[config.mk]
export PLATFORM = sky130hd
export DESIGN_NAME = adc_spi_responder
export DESIGN_NICKNAME = d
export VERILOG_FILES = /design/src/rtl/adc_resp_pkg.sv /design/src/rtl/adc_resp_sync.sv /design/src/rtl/adc_spi_responder.sv
export SDC_FILE = /design/constraint.sdc
export NUM_CORES = 1
export LEC_CHECK = 0
export ABC_CLOCK_PERIOD_IN_PS = 2700
export BUFFER_PORTS_ARGS = -buffer_cell sky130_fd_sc_hd__clkbuf_2
export CAP_MARGIN = 0
export CORE_MARGIN = 2
export CORE_UTILIZATION = 35
export DETAILED_ROUTE_END_ITERATION = 8
export PLACE_DENSITY = 0.61
export SYNTH_ARGS = -nofsm -noshare
export SYNTH_HDL_FRONTEND = slang
export SYNTH_HIERARCHICAL = 1
export SYNTH_SLANG_ARGS = --single-unit
[constraint.sdc]
create_clock -name clk_50 -period 2.7 [get_ports clk_50]
set_clock_uncertainty 0.2 [all_clocks]
set_input_delay 0 -clock clk_50 [delete_from_list [all_inputs] [get_ports clk_50]]
set_output_delay 0 -clock clk_50 [all_outputs]
set_load 0.02 [all_outputs]
[src/rtl/adc_resp_pkg.sv]
// Shared constants, FSM state type and small helpers for the ADC128S022
// responder model.
package adc_resp_pkg;

  localparam int FRAME_BITS     = 16;
  localparam int LEAD_ZEROS     = 4;
  localparam int DATA_W         = 12;
  localparam int NUM_CH         = 8;
  localparam int ADDR_FIRST_BIT = 2;

  localparam int CH_W  = $clog2(NUM_CH);
  localparam int CNT_W = $clog2(FRAME_BITS);

  typedef enum logic [1:0] {
    ST_IDLE,
    ST_LOAD,
    ST_SHIFT
  } resp_state_e;

  // True on the rising-edge indices that carry the channel address bits.
  function automatic logic is_addr_edge(input logic [CNT_W-1:0] cnt);
    return (int'(cnt) >= ADDR_FIRST_BIT) && (int'(cnt) < ADDR_FIRST_BIT + CH_W);
  endfunction

endpackage

[src/rtl/adc_resp_sync.sv]
// Two-flop synchronizer for an asynchronous SPI pin, plus a third flop so
// rising/falling edges of the synchronized level can be flagged as
// single-cycle pulses. IDLE_LVL is the level the chain resets to, so that
// reset itself never manufactures an edge on an idle line.
module adc_resp_sync #(
  parameter logic IDLE_LVL = 1'b1
) (
  input  logic clk,
  input  logic srst,
  input  logic async_in,
  output logic level,
  output logic rise,
  output logic fall
);

  logic meta_reg;
  logic sync_reg;
  logic prev_reg;

  // Synchronizer chain with one extra stage for edge detection.
  always_ff @(posedge clk) begin
    if (srst) begin
      meta_reg <= IDLE_LVL;
      sync_reg <= IDLE_LVL;
      prev_reg <= IDLE_LVL;
    end else begin
      meta_reg <= async_in;
      sync_reg <= meta_reg;
      prev_reg <= sync_reg;
    end
  end

  assign level = sync_reg;
  assign rise  = sync_reg & ~prev_reg;
  assign fall  = ~sync_reg & prev_reg;

endmodule

[src/rtl/adc_spi_responder.sv]
// ADC128S022 slave emulator. The master clocks 16-bit frames; each frame
// returns {4'b0, table[ch]} MSB first, where ch is the address the master
// sent in the previous frame (data lags the address by one frame).
// Optional build macro: ADC_RESP_TRISTATE_EN -- spi_dout floats while idle.
module adc_spi_responder
  import adc_resp_pkg::*;
#(
  parameter int SCLK_MIN_HALF = 3
) (
  input  logic              clk_50,
  input  logic              reset,
  input  logic              spi_sclk,
  input  logic              spi_cs_n,
  input  logic              spi_din,
  output logic              spi_dout,
  input  logic              wr_en,
  input  logic [CH_W-1:0]   wr_ch,
  input  logic [DATA_W-1:0] wr_data,
  output logic              frame_done,
  output logic [CH_W-1:0]   frame_ch
);

  // Edges are acted on three cycles after the pin moves, so a shorter
  // SCLK half-period would let DOUT change after the master samples it.
  if (SCLK_MIN_HALF < 3) begin : g_bad_min_half
    $error("SCLK_MIN_HALF must be at least the 3-cycle input latency");
  end

  localparam logic [CNT_W-1:0] LAST_BIT = CNT_W'(FRAME_BITS - 1);

  // ---------------------------------------------------------------- inputs
  logic unused_sclk_level, sclk_rise, sclk_fall;
  logic unused_cs_level, cs_rise, cs_fall;
  logic din_meta_reg, din_sync_reg;

  adc_resp_sync #(.IDLE_LVL(1'b1)) u_sync_sclk (
    .clk      (clk_50),
    .srst     (reset),
    .async_in (spi_sclk),
    .level    (unused_sclk_level),
    .rise     (sclk_rise),
    .fall     (sclk_fall)
  );

  adc_resp_sync #(.IDLE_LVL(1'b1)) u_sync_cs (
    .clk      (clk_50),
    .srst     (reset),
    .async_in (spi_cs_n),
    .level    (unused_cs_level),
    .rise     (cs_rise),
    .fall     (cs_fall)
  );

  // Address line only needs a level; two flops keep it aligned with the
  // synchronized SCLK so it is stable when the rising-edge pulse fires.
  always_ff @(posedge clk_50) begin
    if (reset) begin
      din_meta_reg <= 1'b0;
      din_sync_reg <= 1'b0;
    end else begin
      din_meta_reg <= spi_din;
      din_sync_reg <= din_meta_reg;
    end
  end

  // ---------------------------------------------------------- value table
  logic [DATA_W-1:0] tbl_mem [NUM_CH];
  logic [NUM_CH-1:0] tbl_wr_sel;

  for (genvar gi = 0; gi < NUM_CH; gi++) begin : g_wr_dec
    assign tbl_wr_sel[gi] = wr_en && (wr_ch == CH_W'(gi));
  end

  // Table storage; the read happens in LOAD straight into the shift
  // register, so a same-cycle write is only seen by the following frame.
  always_ff @(posedge clk_50) begin
    if (reset) begin
      for (int i = 0; i < NUM_CH; i++) tbl_mem[i] <= '0;
    end else begin
      for (int i = 0; i < NUM_CH; i++) begin
        if (tbl_wr_sel[i]) tbl_mem[i] <= wr_data;
      end
    end
  end

  // ------------------------------------------------------------------ FSM
  resp_state_e           state_reg, state_next;
  logic [CNT_W-1:0]      cnt_reg, cnt_next;
  logic [CH_W-1:0]       addr_reg, addr_next;
  logic [CH_W-1:0]       next_ch_reg, next_ch_next;
  logic [CH_W-1:0]       cur_ch_reg, cur_ch_next;
  logic [CH_W-1:0]       frame_ch_reg, frame_ch_next;
  logic                  frame_done_reg, frame_done_next;
  logic [FRAME_BITS-1:0] sr_reg, sr_next;

  // State and datapath registers.
  always_ff @(posedge clk_50) begin
    if (reset) begin
      state_reg      <= ST_IDLE;
      cnt_reg        <= '0;
      addr_reg       <= '0;
      next_ch_reg    <= '0;
      cur_ch_reg     <= '0;
      frame_ch_reg   <= '0;
      frame_done_reg <= 1'b0;
      sr_reg         <= '0;
    end else begin
      state_reg      <= state_next;
      cnt_reg        <= cnt_next;
      addr_reg       <= addr_next;
      next_ch_reg    <= next_ch_next;
      cur_ch_reg     <= cur_ch_next;
      frame_ch_reg   <= frame_ch_next;
      frame_done_reg <= frame_done_next;
      sr_reg         <= sr_next;
    end
  end

  // Next-state and datapath update from synchronized SPI edges.
  always_comb begin
    state_next      = state_reg;
    cnt_next        = cnt_reg;
    addr_next       = addr_reg;
    next_ch_next    = next_ch_reg;
    cur_ch_next     = cur_ch_reg;
    frame_ch_next   = frame_ch_reg;
    frame_done_next = 1'b0;
    sr_next         = sr_reg;

    case (state_reg)
      ST_IDLE: begin
        if (cs_fall) state_next = ST_LOAD;
      end

      ST_LOAD: begin
        if (cs_rise) begin
          state_next = ST_IDLE;
          sr_next    = '0;
          cnt_next   = '0;
        end else begin
          sr_next     = {{LEAD_ZEROS{1'b0}}, tbl_mem[next_ch_reg]};
          cur_ch_next = next_ch_reg;
          cnt_next    = '0;
          state_next  = ST_SHIFT;
        end
      end

      ST_SHIFT: begin
        if (cs_rise) begin
          state_next = ST_IDLE;
          sr_next    = '0;
          cnt_next   = '0;
        end else begin
          // The fall before rising edge 0 must not shift: bit 15 has not
          // been sampled yet.
          if (sclk_fall && (cnt_reg != '0)) begin
            sr_next = {sr_reg[FRAME_BITS-2:0], 1'b0};
          end
          if (sclk_rise) begin
            if (is_addr_edge(cnt_reg)) begin
              addr_next = {addr_reg[CH_W-2:0], din_sync_reg};
            end
            if (cnt_reg == LAST_BIT) begin
              frame_done_next = 1'b1;
              frame_ch_next   = cur_ch_reg;
              next_ch_next    = addr_reg;
              cnt_next        = '0;
              state_next      = ST_LOAD;
            end else begin
              cnt_next = cnt_reg + 1'b1;
            end
          end
        end
      end

      default: begin
        state_next = ST_IDLE;
      end
    endcase
  end

  // Bit 15 of every loaded word is a leading zero, so driving 0 outside
  // SHIFT matches the freshly loaded MSB during LOAD.
  logic dout_bit;
  assign dout_bit = (state_reg == ST_SHIFT) ? sr_reg[FRAME_BITS-1] : 1'b0;

`ifdef ADC_RESP_TRISTATE_EN
  assign spi_dout = (state_reg == ST_IDLE) ? 1'bz : dout_bit;
`else
  assign spi_dout = dout_bit;
`endif

  assign frame_done = frame_done_reg;
  assign frame_ch   = frame_ch_reg;

endmodule
Word-level counts from Yosys, hierarchy flattened
Memory sizes are Yosys's and may differ from the RTL's. A register that Yosys moved wholly into a read port is not among the register bits.
Cells that the tools add are included.
W data, S select, Z words.
{ "totals": {"input_bits": 21, "regBits": 43, "mem_count": 1, "word_cells": 126, "output_inout_bits": 5, "mem_bits_rw": 96} }
{ "classes": {"n_eq_ne": 14, "muxes": 52, "magnitude_cmp": 2, "n_reduce_logical": 21, "bitwise_logic": 19, "add_sub_neg": 1} }
{ "mem_list": {"columns": ["name", "words", "width", "read_ports", "rd_ports_with_merged_regs", "write_ports", "line", "rtl"], "rows": [
  ["tbl_mem", 8, 12, 1, 1, 8, "adc_spi_responder.sv:67", "logic [DATA_W-1:0] tbl_mem [NUM_CH];"]
]} }
{ "ops": {"columns": ["operator", "n"], "rows": [
  ["$mux W12", 9],
  ["$mux W16", 2],
  ["$pmux W16 S2", 1],
  ["$mux W1", 28],
  ["$eq A3 B3 Y1 const B", 4],
  ["$mux W4", 3],
  ["$logic_and A1 B1 Y1", 10],
  ["$mux W2", 5],
  ["$ne A3 B3 Y1 const B", 3],
  ["$or A1 B1 Y1", 8],
  ["$pmux W4 S2", 1],
  ["$reduce_and A4 Y1", 2],
  ["$not A1 Y1", 7],
  ["$eq A3 B2 Y1 const B", 2],
  ["$mux W3", 2],
  ["$pmux W2 S3", 1],
  ["$reduce_and A2 Y1", 3],
  ["$add A4 B1 Y4 const B", 1],
  ["$and A1 B1 Y1", 4],
  ["$eq A4 B4 Y1 const B", 1],
  ["$ge A4 B2 Y1 const B", 1],
  ["$lt A4 B3 Y1 const B", 1],
  ["$reduce_bool A4 Y1", 1],
  ["$reduce_or A4 Y1", 1],
  ["other kinds (8)", 8]
]} }

Longest topological paths before layout
Gate-level depths: netlist of the first run.
{ "logic_depth": {"ltp_word": 6, "depth_mapped": 7, "depth_no_buf": 6} }

By module
The synthesis of the first run kept the hierarchy.
{ "by_module_without_submodules": {"columns": ["mod", "area_each_um2", "cells_each", "seq_area_each_um2", "n_inst"], "rows": [
  ["adc_spi_responder", 5768.0, 468, 3683.5, 1],
  ["adc_resp_sync", 92.6, 8, 60.1, 2]
]} }

Worst setup path before layout of the first run
OpenSTA, ideal clock, no wires.
{ "synth_path": {"kind": "reg-to-reg", "from": "register cnt_reg[1]", "to": "register sr_reg[10]", "n_path_buf": 1, "period_less_slack_ns": 2.043, "arrival_ns": 1.784, "setup_slack_ns": 0.657, "stages_incl_launch_ff": 8, "setup_ns": 0.059, "path_cell_list": "dfxtp_1 > inv_1 > ha_1 > or4b_1 > a31oi_4 > and2b_1 > buf_6 > a221o_1"} }
{ "synth_between": {"elab_chain_len": 4} }
{ "synth_rtl": {"columns": ["element", "line", "rtl"], "rows": [
  ["from (decl)", "adc_spi_responder.sv:88", "logic [CNT_W-1:0] cnt_reg, cnt_next;"],
  ["from (signal assigned)", "adc_spi_responder.sv:109", "cnt_reg <= cnt_next;"],
  ["$reduce_bool A4 Y1", "adc_spi_responder.sv:156", "if (sclk_fall && (cnt_reg != '0)) begin"],
  ["$logic_and A1 B1 Y1", "adc_spi_responder.sv:156", null],
  ["$ne A3 B3 Y1 (no source line)", null, null],
  ["$reduce_and A2 Y1 (no source line)", null, null],
  ["to (signal assigned)", "adc_spi_responder.sv:115", "sr_reg <= sr_next;"],
  ["to (decl)", "adc_spi_responder.sv:94", "logic [FRAME_BITS-1:0] sr_reg, sr_next;"]
]} }
No other way between the ends.
A chain may end at the register's enable or synchronous reset.

Worst setup path after layout of the first run
{ "layout_path": {"from": "register cnt_reg[1]", "to": "register sr_reg[6]"} }
The elaborated chain is that of the path after synthesis.

==> results of run 1 <==
==> cell families after synthesis <==
kind of cell    after synthesis  share of synthesized area
compound gates               64                     0.0858
fa+ha+maj                     3                    0.00631
buf+inv                      46                     0.0324
flops                       142                      0.639
mux                          56                     0.0963
simple gates                173                      0.140
==> per-stage QoR <==
step           utilization  setup slack (ns)  hold slack (ns)
3_5_place_dp         0.386             0.350         -0.00592
2_1_floorplan            -             0.657           -0.103
6_report             0.435             0.337           0.0191
4_1_cts              0.435             0.338          0.00249
3_3_place_gp         0.386             0.488          -0.0164
5_1_grt              0.435             0.220           0.0189
==> critical path, cell delays in order (launching register included) <==
cell and delay (ns):
dfxtp_1 0.37, inv_1 0.11, ha_1 0.23, or4b_1 0.51
a31oi_4 0.27, and2b_1 0.39, a221o_1 0.22
==> power groups by stage <==
| stage | clock network [W] | registers [W] | logic, W |
|---|---|---|---|
| finish | 0.00244 | 0.00248 | 0.000234 |
| global route | 0.00256 | 0.00249 | 0.000257 |
| CTS | 0.00247 | 0.00248 | 0.000237 |
| detailed placement | 0 | 0.00252 | 0.000216 |
| global placement | 0 | 0.00252 | 0.000210 |
| floorplan | 0 | 0.00251 | 0.000131 |
==> worst max path at each step <==
| stage | startpoint | to | slack, ns | cells past startpoint |
|---|---|---|---|---|
| 2_1_floorplan | cnt_reg[1]$_SDFFE_PP0P_ | sr_reg[10]$_SDFFE_PP0P_ | 0.66 | 7 |
| 3_3_place_gp | cnt_reg[1]$_SDFFE_PP0P_ | sr_reg[1]$_SDFFE_PP0P_ | 0.49 | 6 |
| 3_5_place_dp | cnt_reg[1]$_SDFFE_PP0P_ | sr_reg[5]$_SDFFE_PP0P_ | 0.35 | 6 |
| 4_1_cts | cnt_reg[1]$_SDFFE_PP0P_ | sr_reg[6]$_SDFFE_PP0P_ | 0.34 | 6 |
| 5_1_grt | cnt_reg[0]$_SDFFE_PP0P_ | sr_reg[3]$_SDFFE_PP0P_ | 0.22 | 6 |
| 6_report | cnt_reg[1]$_SDFFE_PP0P_ | sr_reg[6]$_SDFFE_PP0P_ | 0.34 | 6 |
==> cells in the final DEF, fill, tap and decap left out, drive strengths merged, types with 4 or more instances in the layout <==
cell,n
dfxtp,46
bufinv,4
nor2,96
buf,20
a221o,11
mux2i,55
and2b,4
a22oi,26
and3,11
a21oi,12
dlygate4sd3,18
nand2b,19
nor3,6
o21ai,5
inv,21
nor2b,9
nand3,5
edfxtp,96
clkinv,6
clkbuf,42
nand2,7
or2,7
==> routing by layer <==
layer / GRT usage / part of all wire / vias up
met2: 0.262 / 0.51 / 107
met4: 0.0602 / 0.015 / 0
met3: 0.0397 / 0.049 / 13
li1: - / - / 1861
met5: 0 / 0 / -
met1: 0.193 / 0.43 / 1945
==> cell type report <==
| cell class | count | area share |
|---|---|---|
| sequential | 142 | 0.528 |
| inverter | 19 | 0.00989 |
| tap | 220 | 0.0382 |
| multi-input combinational | 296 | 0.271 |
| timing repair buffer | 63 | 0.0667 |
| clock inverter | 15 | 0.0269 |
| clock buffer | 17 | 0.0590 |
==> impl_metrics.ini, run 1 <==
[sta]
tns_ns = 0
fin_crit_sh = 0.875
rsz0062_at_grt = false
tightest_slew_ns = 0.838
layout_min_cycle_time_ns = 2.36
maxSlewHeadroom = 0.441
hold_viol = 0
max_freq_ghz = 0.423
final-max-slew-violation-count = 0
setup_violations = 0

[power_and_ir_drop]
combPwrFrac = 0.045
power_density_mw_per_mm2 = 714
clock_power_share = 0.474
p_total_w = 0.00515
p_int_w = 0.00407
p_leak_nw = 2.58
peakVddDrop_v = 0.000418
p_seq_frac = 0.481
swShare = 0.209
p_sw_w = 0.00108

[layout]
diodes = 0
multi_input_area_mm2 = 0.00196
seqCellArea_mm2 = 0.00380
largest_reg_flops = 96
postLayoutCellArea_mm2 = 0.00721
final_net_count = 563
fin_cells = 772
fill_cells = 1536
drive_gt1_frac = 0.150
syn2layout_area_growth_pct = 21.1

[synth]
synth.net_count = 508
synth_most_common_cell = edfxtp_1
synthTopCellsByArea = edfxtp_1 (48%), dfxtp_1 (15%), mux2i_1 (9.2%), nor2_1 (6.0%), a22oi_1 (3.3%)
async_reset_ff_frac = 0
synth_top_cells_by_count = edfxtp_1 (96), nor2_1 (95), mux2i_1 (55), dfxtp_1 (46), a22oi_1 (26)
yosys_warnings = 6
synth_area_mm2 = 0.00595
syn_area_per_cell_um2 = 12.3
synth_seq_area_share = 0.639
synth_seq_cells = 142
synthCells = 484
netlist.area_leader.share = 0.484
synth_ff_type = edfxtp_1
yosysTopAreaCell = edfxtp_1
synth_edf_count = 96
yosysUniqueCellTypes = 42

[setup_path]
end_kind = flop
path_max_fanout = 11
worst_setup_path_start_kind = flop
crit_required_ns = 2.86
r2r_slack_ns = 0.34
worst-setup-path-type = flop to flop
r2r-end = sr_reg[6]$_SDFFE_PP0P_
rr_worst_depth = 6
crit_arrival_ns = 2.52
reg2reg_from = cnt_reg[1]$_SDFFE_PP0P_

[global_route]
grt_pass1_vias = 3905
grt_pass1_wl_um = 21100
grt_use_total = 0.156
grt_antenna_before_repair = 0
gr-total-overflow = 0
grt_max_degree = 31

[die]
initial_core_util = 0.359
rows = 47
die_area_mm2 = 0.0181
die_h_um = 134
pin_count = 26
core_area_mm2 = 0.0166
die-width_um = 134

[route]
drc = 0
drt_iter0_drc = 270
drt_first_pass_iters = 5
via_per_inst = 5.09
drt-total-wl_um = 13300
wl_per_cell_um = 17.3
ant_nets = 0
vias = 3926

[clock_tree]
cts_num_sinks = 142
cts_resized = 0
holdBufCountCts = 18
cts_buffers = 17
post-cts-setup-buffers = 0
clock_latency_ns = 0.42
cts_root_buffer = clkbuf_16
cts_buffer_depth = 2
htree_levels = 4
clk_pin_slew_ns = 0.06
cts_tree = done

[run_status]
status = finished, final reports clean

[worst_hold_path]
hp-start = wr_ch[1]
hold_depth = 4
whs_endpoint = tbl_mem[3][11]$_SDFFCE_PN0P_
hold_path_class = primary input to flop

[placed_design]
place_area_mm2 = 0.00641
hpwlAfterDp_um = 8510
gp_congestion = 0.781
place_inst = 722
portBuffers = 25

[job]
maxCapViolations = 0
Note: power is estimated with default switching activity, not from simulation.
==> run 2, diff against run 1 <==
--- a/config.mk
+++ b/config.mk
@@ -11,7 +11,7 @@
 export CORE_MARGIN = 2
 export CORE_UTILIZATION = 35
 export DETAILED_ROUTE_END_ITERATION = 8
-export PLACE_DENSITY = 0.61
+export PLACE_DENSITY_LB_ADDON = 0.12
 export SYNTH_ARGS = -nofsm -noshare
 export SYNTH_HDL_FRONTEND = slang
 export SYNTH_HIERARCHICAL = 1
==> impl_metrics.ini, run 2 (synthesis gave the netlist of run 1 again) <==
[run_status]
status = finished, final reports clean

[sta]
hold_viol = 0
maxSlewHeadroom = 0.493
fin_crit_sh = 0.868
timing.final.ws_setup_ns = 0.356
setup_violations = 0
rsz0062_at_grt = false
layout_min_cycle_time_ns = 2.34
tns_ns = 0
final-max-slew-violation-count = 0
tightest_slew_ns = 0.760
timing.hold.ws_ns = 0.0165
max_freq_ghz = 0.427

[global_route]
gr-total-overflow = 0
grt_pass1_vias = 3914
grt_max_degree = 48
grt_antenna_before_repair = 0
grt_use_total = 0.167
grt_pass1_wl_um = 22100

[worst_hold_path]
hold_depth = 4
hp-start = wr_ch[1]
whs_endpoint = tbl_mem[2][2]$_SDFFCE_PN0P_
hold_path_class = primary input to flop

[setup_path]
end_kind = flop
crit_required_ns = 2.86
r2r-end = sr_reg[5]$_SDFFE_PP0P_
worst_setup_path_start_kind = flop
crit_arrival_ns = 2.51
path_max_fanout = 11
rr_worst_depth = 6
reg2reg_from = cnt_reg[1]$_SDFFE_PP0P_
worst-setup-path-type = flop to flop
r2r_slack_ns = 0.36
cp_cell_sequence = inv_1, ha_1, or4b_1, a31oi_4, and2b_1, a221o_1
cpMaxStageDelayCell = or4b_1
slowest_delay_ns = 0.51

[power_and_ir_drop]
swShare = 0.225
p_int_w = 0.00379
p_leak_nw = 2.57
p_seq_frac = 0.505
p_sw_w = 0.00110
clock_power_share = 0.445
power_density_mw_per_mm2 = 685
p_total_w = 0.00489
combPwrFrac = 0.050
peakVddDrop_v = 0.000447

[placed_design]
portBuffers = 25
place_area_mm2 = 0.00640
gp_congestion = 0.768
hpwlAfterDp_um = 9000
dp_slack_ns = 0.380

[route]
ant_nets = 0
wl_per_cell_um = 18.3
via_per_inst = 4.96
drt_iter0_drc = 269
drt-total-wl_um = 14200
vias = 3842
drt_first_pass_iters = 6
drc = 0

[clock_tree]
clk_pin_slew_ns = 0.06
cts_buffers = 17
post-cts-setup-buffers = 0
cts_root_buffer = clkbuf_16
clock_latency_ns = 0.42
cts_resized = 0
cts_num_sinks = 142
htree_levels = 4
cts_tree = done
cts_buffer_depth = 2

[layout]
mostFrequentLayoutCells = edfxtp_1 (96), nor2_1 (95), mux2i_1 (55), dfxtp_1 (45)
drive_gt1_frac = 0.157
largest_reg_flops = 96
final_net_count = 565
syn2layout_area_growth_pct = 20.0
diodes = 0
fill_cells = 1585
postLayoutCellArea_mm2 = 0.00715
layout_commonest_cell = edfxtp_1

[die]
initial_core_util = 0.359
die-width_um = 134
rows = 47
core_area_mm2 = 0.0166
die_area_mm2 = 0.0181
die_h_um = 134
pin_count = 26

[job]
maxCapViolations = 0
run 2: stage by stage:
stage | cells | utilization
2_1_floorplan | 484 | -
3_3_place_gp | 723 | 0.386
3_5_place_dp | 723 | 0.386
4_1_cts | 774 | 0.431
5_1_grt | 774 | 0.431
6_report | 774 | 0.431
run 2: power groups by stage:
| stage | logic [W] | registers, W | clock network [W] |
|---|---|---|---|
| after global routing | 0.000269 | 0.00248 | 0.00230 |
| after global placement | 0.000220 | 0.00252 | 0 |
| after detailed placement | 0.000224 | 0.00252 | 0 |
| after floorplan | 0.000131 | 0.00251 | 0 |
| final | 0.000243 | 0.00247 | 0.00218 |
| after CTS | 0.000247 | 0.00247 | 0.00221 |
run 2: worst max path at each step:
stage	startpoint	end	slack [ns]	cells past startpoint
floorplan	cnt_reg[1]$_SDFFE_PP0P_	sr_reg[10]$_SDFFE_PP0P_	0.66	7
global placement	cnt_reg[1]$_SDFFE_PP0P_	sr_reg[7]$_SDFFE_PP0P_	0.45	6
detailed placement	cnt_reg[1]$_SDFFE_PP0P_	sr_reg[4]$_SDFFE_PP0P_	0.38	6
CTS	cnt_reg[1]$_SDFFE_PP0P_	sr_reg[5]$_SDFFE_PP0P_	0.36	6
global route	cnt_reg[1]$_SDFFE_PP0P_	sr_reg[5]$_SDFFE_PP0P_	0.23	6
finish	cnt_reg[1]$_SDFFE_PP0P_	sr_reg[5]$_SDFFE_PP0P_	0.36	6
run 2: area by class of cell:
cell class	instances	area, um2	area share
Inverter	19	71.3	0.00998
Sequential cell	142	3800	0.532
Clock buffer	20	469	0.0657
Tap cell	220	275	0.0385
Multi-Input combinational cell	296	1960	0.274
Timing Repair Buffer	65	485	0.0679
Clock inverter	12	82.6	0.0116
run 2: repair_timing:
item | in CTS | in global routing
hold buffers | 19 | 0
endpoints found under the hold margin | 101 | 0
setup endpoints to repair | 0 | 0
run 2: metal layers:
metal / track usage / share of wire / vias up
li1: - / - / 1855
met1: 0.216 / 0.46 / 1902
met2: 0.277 / 0.49 / 66
met3: 0.0329 / 0.032 / 19
met4: 0.0649 / 0.017 / 0
met5: 0 / 0 / -
run 2: worst max-delay path: cells and delay by family (launching register included):
kind                       cells  cell delay (ns)
adders and majority gates      1             0.24
buffers and inverters          1             0.10
AOI/OAI and AO/OA              2             0.49
DFF                            1             0.37
and+or+nand+nor                2             0.89
==> run 3, diff against run 2 <==
--- a/config.mk
+++ b/config.mk
@@ -10,6 +10,7 @@
 export CAP_MARGIN = 0
 export CORE_MARGIN = 2
 export CORE_UTILIZATION = 35
+export CTS_BUF_LIST = sky130_fd_sc_hd__clkbuf_4 sky130_fd_sc_hd__clkbuf_8
 export DETAILED_ROUTE_END_ITERATION = 8
 export PLACE_DENSITY_LB_ADDON = 0.12
 export SYNTH_ARGS = -nofsm -noshare
==> impl_metrics.ini, run 3 (synthesis gave the netlist of run 1 again) <==
[route]
ant_nets = 0
wl_per_cell_um = 18.0
via_per_inst = 4.91
drt-total-wl_um = 13900
drt_iter0_drc = 289
drc = 0
vias = 3807
drt_first_pass_iters = 6

[setup_path]
end_kind = flop
slowest_delay_ns = 0.57
cpMaxStageDelayCell = dlygate4sd3_1
cp_cell_sequence = dlygate4sd3_1, clkbuf_2, nor2_1, nand3_1, dlygate4sd3_1, buf_4, nand2b_1, buf_4
crit_required_ns = 2.66
worst-setup-path-type = primary input to flop
rr_worst_depth = 6
path_max_fanout = 13
worst_setup_path_start_kind = primary input
crit_arrival_ns = 2.38

[clock_tree]
cts_num_sinks = 142
clk_pin_slew_ns = 0.08
cts_buffer_depth = 2
clock_latency_ns = 0.45
htree_levels = 4
cts_root_buffer = clkbuf_8
cts_tree = done
cts_buffers = 17
post-cts-setup-buffers = 0
cts_resized = 0
holdBufCountCts = 21

[worst_hold_path]
hold_depth = 3
hold_path_class = primary input to flop

[layout]
drive_gt1_frac = 0.156
mostFrequentLayoutCells = edfxtp_1 (96), nor2_1 (95), mux2i_1 (55), dfxtp_1 (45), a22oi_1 (26)
largest_reg_flops = 96
layout_commonest_cell = edfxtp_1
fin_cells = 776
final_net_count = 567
syn2layout_area_growth_pct = 17.3
diodes = 0

[run_status]
status = finished, final reports clean

[global_route]
grt_use_total = 0.166
grt_max_degree = 48
grt_pass1_vias = 3878
grt_antenna_before_repair = 0
grt_pass1_wl_um = 21800
gr-total-overflow = 0

[placed_design]
place_inst = 723
portBuffers = 25
gp_congestion = 0.768
hpwlAfterDp_um = 9000

[die]
pin_count = 26
die-width_um = 134
die_h_um = 134
core_area_mm2 = 0.0166
die_area_mm2 = 0.0181
rows = 47
initial_core_util = 0.359

[sta]
maxSlewHeadroom = 0.496
fin_crit_sh = 0.896
layout_min_cycle_time_ns = 2.42
tns_ns = 0
setup_violations = 0
max_freq_ghz = 0.413
final-max-slew-violation-count = 0
hold_viol = 0
rsz0062_at_grt = false
tightest_slew_ns = 0.755

[job]
maxCapViolations = 0

[power_and_ir_drop]
p_leak_nw = 2.49
power_density_mw_per_mm2 = 617
peakVddDrop_v = 0.000313
## run 3: changes by cell type in the layout (fill, tap and decap cells not counted)
cell and change:
clkbuf_16 -18, clkbuf_8 +17, dlygate4sd3_1 +2, bufinv_16 +1
clkbuf_2 -1, clkbuf_4 +1
## run 3: power breakdown
group / switching, W / internal [W] / leakage (nW)
logic: 0.000151 / 0.0000931 / 1.00
registers: 0.0000318 / 0.00244 / 1.30
clock network: 0.000829 / 0.000765 / 0.191
total: 0.00101 / 0.00329 / 2.49
## run 3: worst paths after layout
| path | startpoint | end | slack (ns) |
|---|---|---|---|
| worst max-delay path | wr_ch[1] | tbl_mem[4][3]$_SDFFCE_PN0P_ | 0.28 |
| worst min-delay path | spi_cs_n | u_sync_cs/meta_reg$_SDFF_PP1_ | 0.07 |
| worst max register to register | cnt_reg[1]$_SDFFE_PP0P_ | sr_reg[5]$_SDFFE_PP0P_ | 0.37 |
| worst min register to register | u_sync_sclk/meta_reg$_SDFF_PP1_ | u_sync_sclk/level$_SDFF_PP1_ | 0.24 |
## run 3: stage by stage
| step | util | setup slack [ns] | instance area (um2) | power [W] | hold slack (ns) |
|---|---|---|---|---|---|
| 3_3_place_gp | 0.386 | 0.447 | 6400 | 0.00274 | -0.0169 |
| 5_1_grt | 0.421 | 0.193 | 6980 | 0.00447 | 0.0746 |
| 6_report | 0.421 | 0.280 | 6980 | 0.00431 | 0.0750 |
| 2_1_floorplan | - | 0.657 | 5950 | 0.00264 | -0.103 |
| 4_1_cts | 0.421 | 0.293 | 6980 | 0.00435 | 0.0463 |
| 3_5_place_dp | 0.386 | 0.380 | 6400 | 0.00274 | -0.0109 |
## run 3: layout make-up
type                            instances  area (um2)
Tap cell                              220         275
Inverter                               19        71.3
Timing Repair Buffer                   67         505
Fill cell                            1601        9600
Clock inverter                         13         113
Clock buffer                           19         255
Multi-Input combinational cell        296        1960
Sequential cell                       142        3800
## run 3: routing by layer
layer  global-route usage  vias to the layer above  part of all wire
met5                    0                        -                 0
met4               0.0526                        0            0.0088
met3               0.0431                        9             0.043
met2                0.274                       63              0.49
met1                0.213                     1873              0.46
li1                     -                     1862                 -
## run 3: critical path: cells and delay by family
| kind | cells | cell delay (ns) |
|---|---|---|
| buffers and inverters | 5 | 1.74 |
| AND/OR/NAND/NOR | 3 | 0.63 |
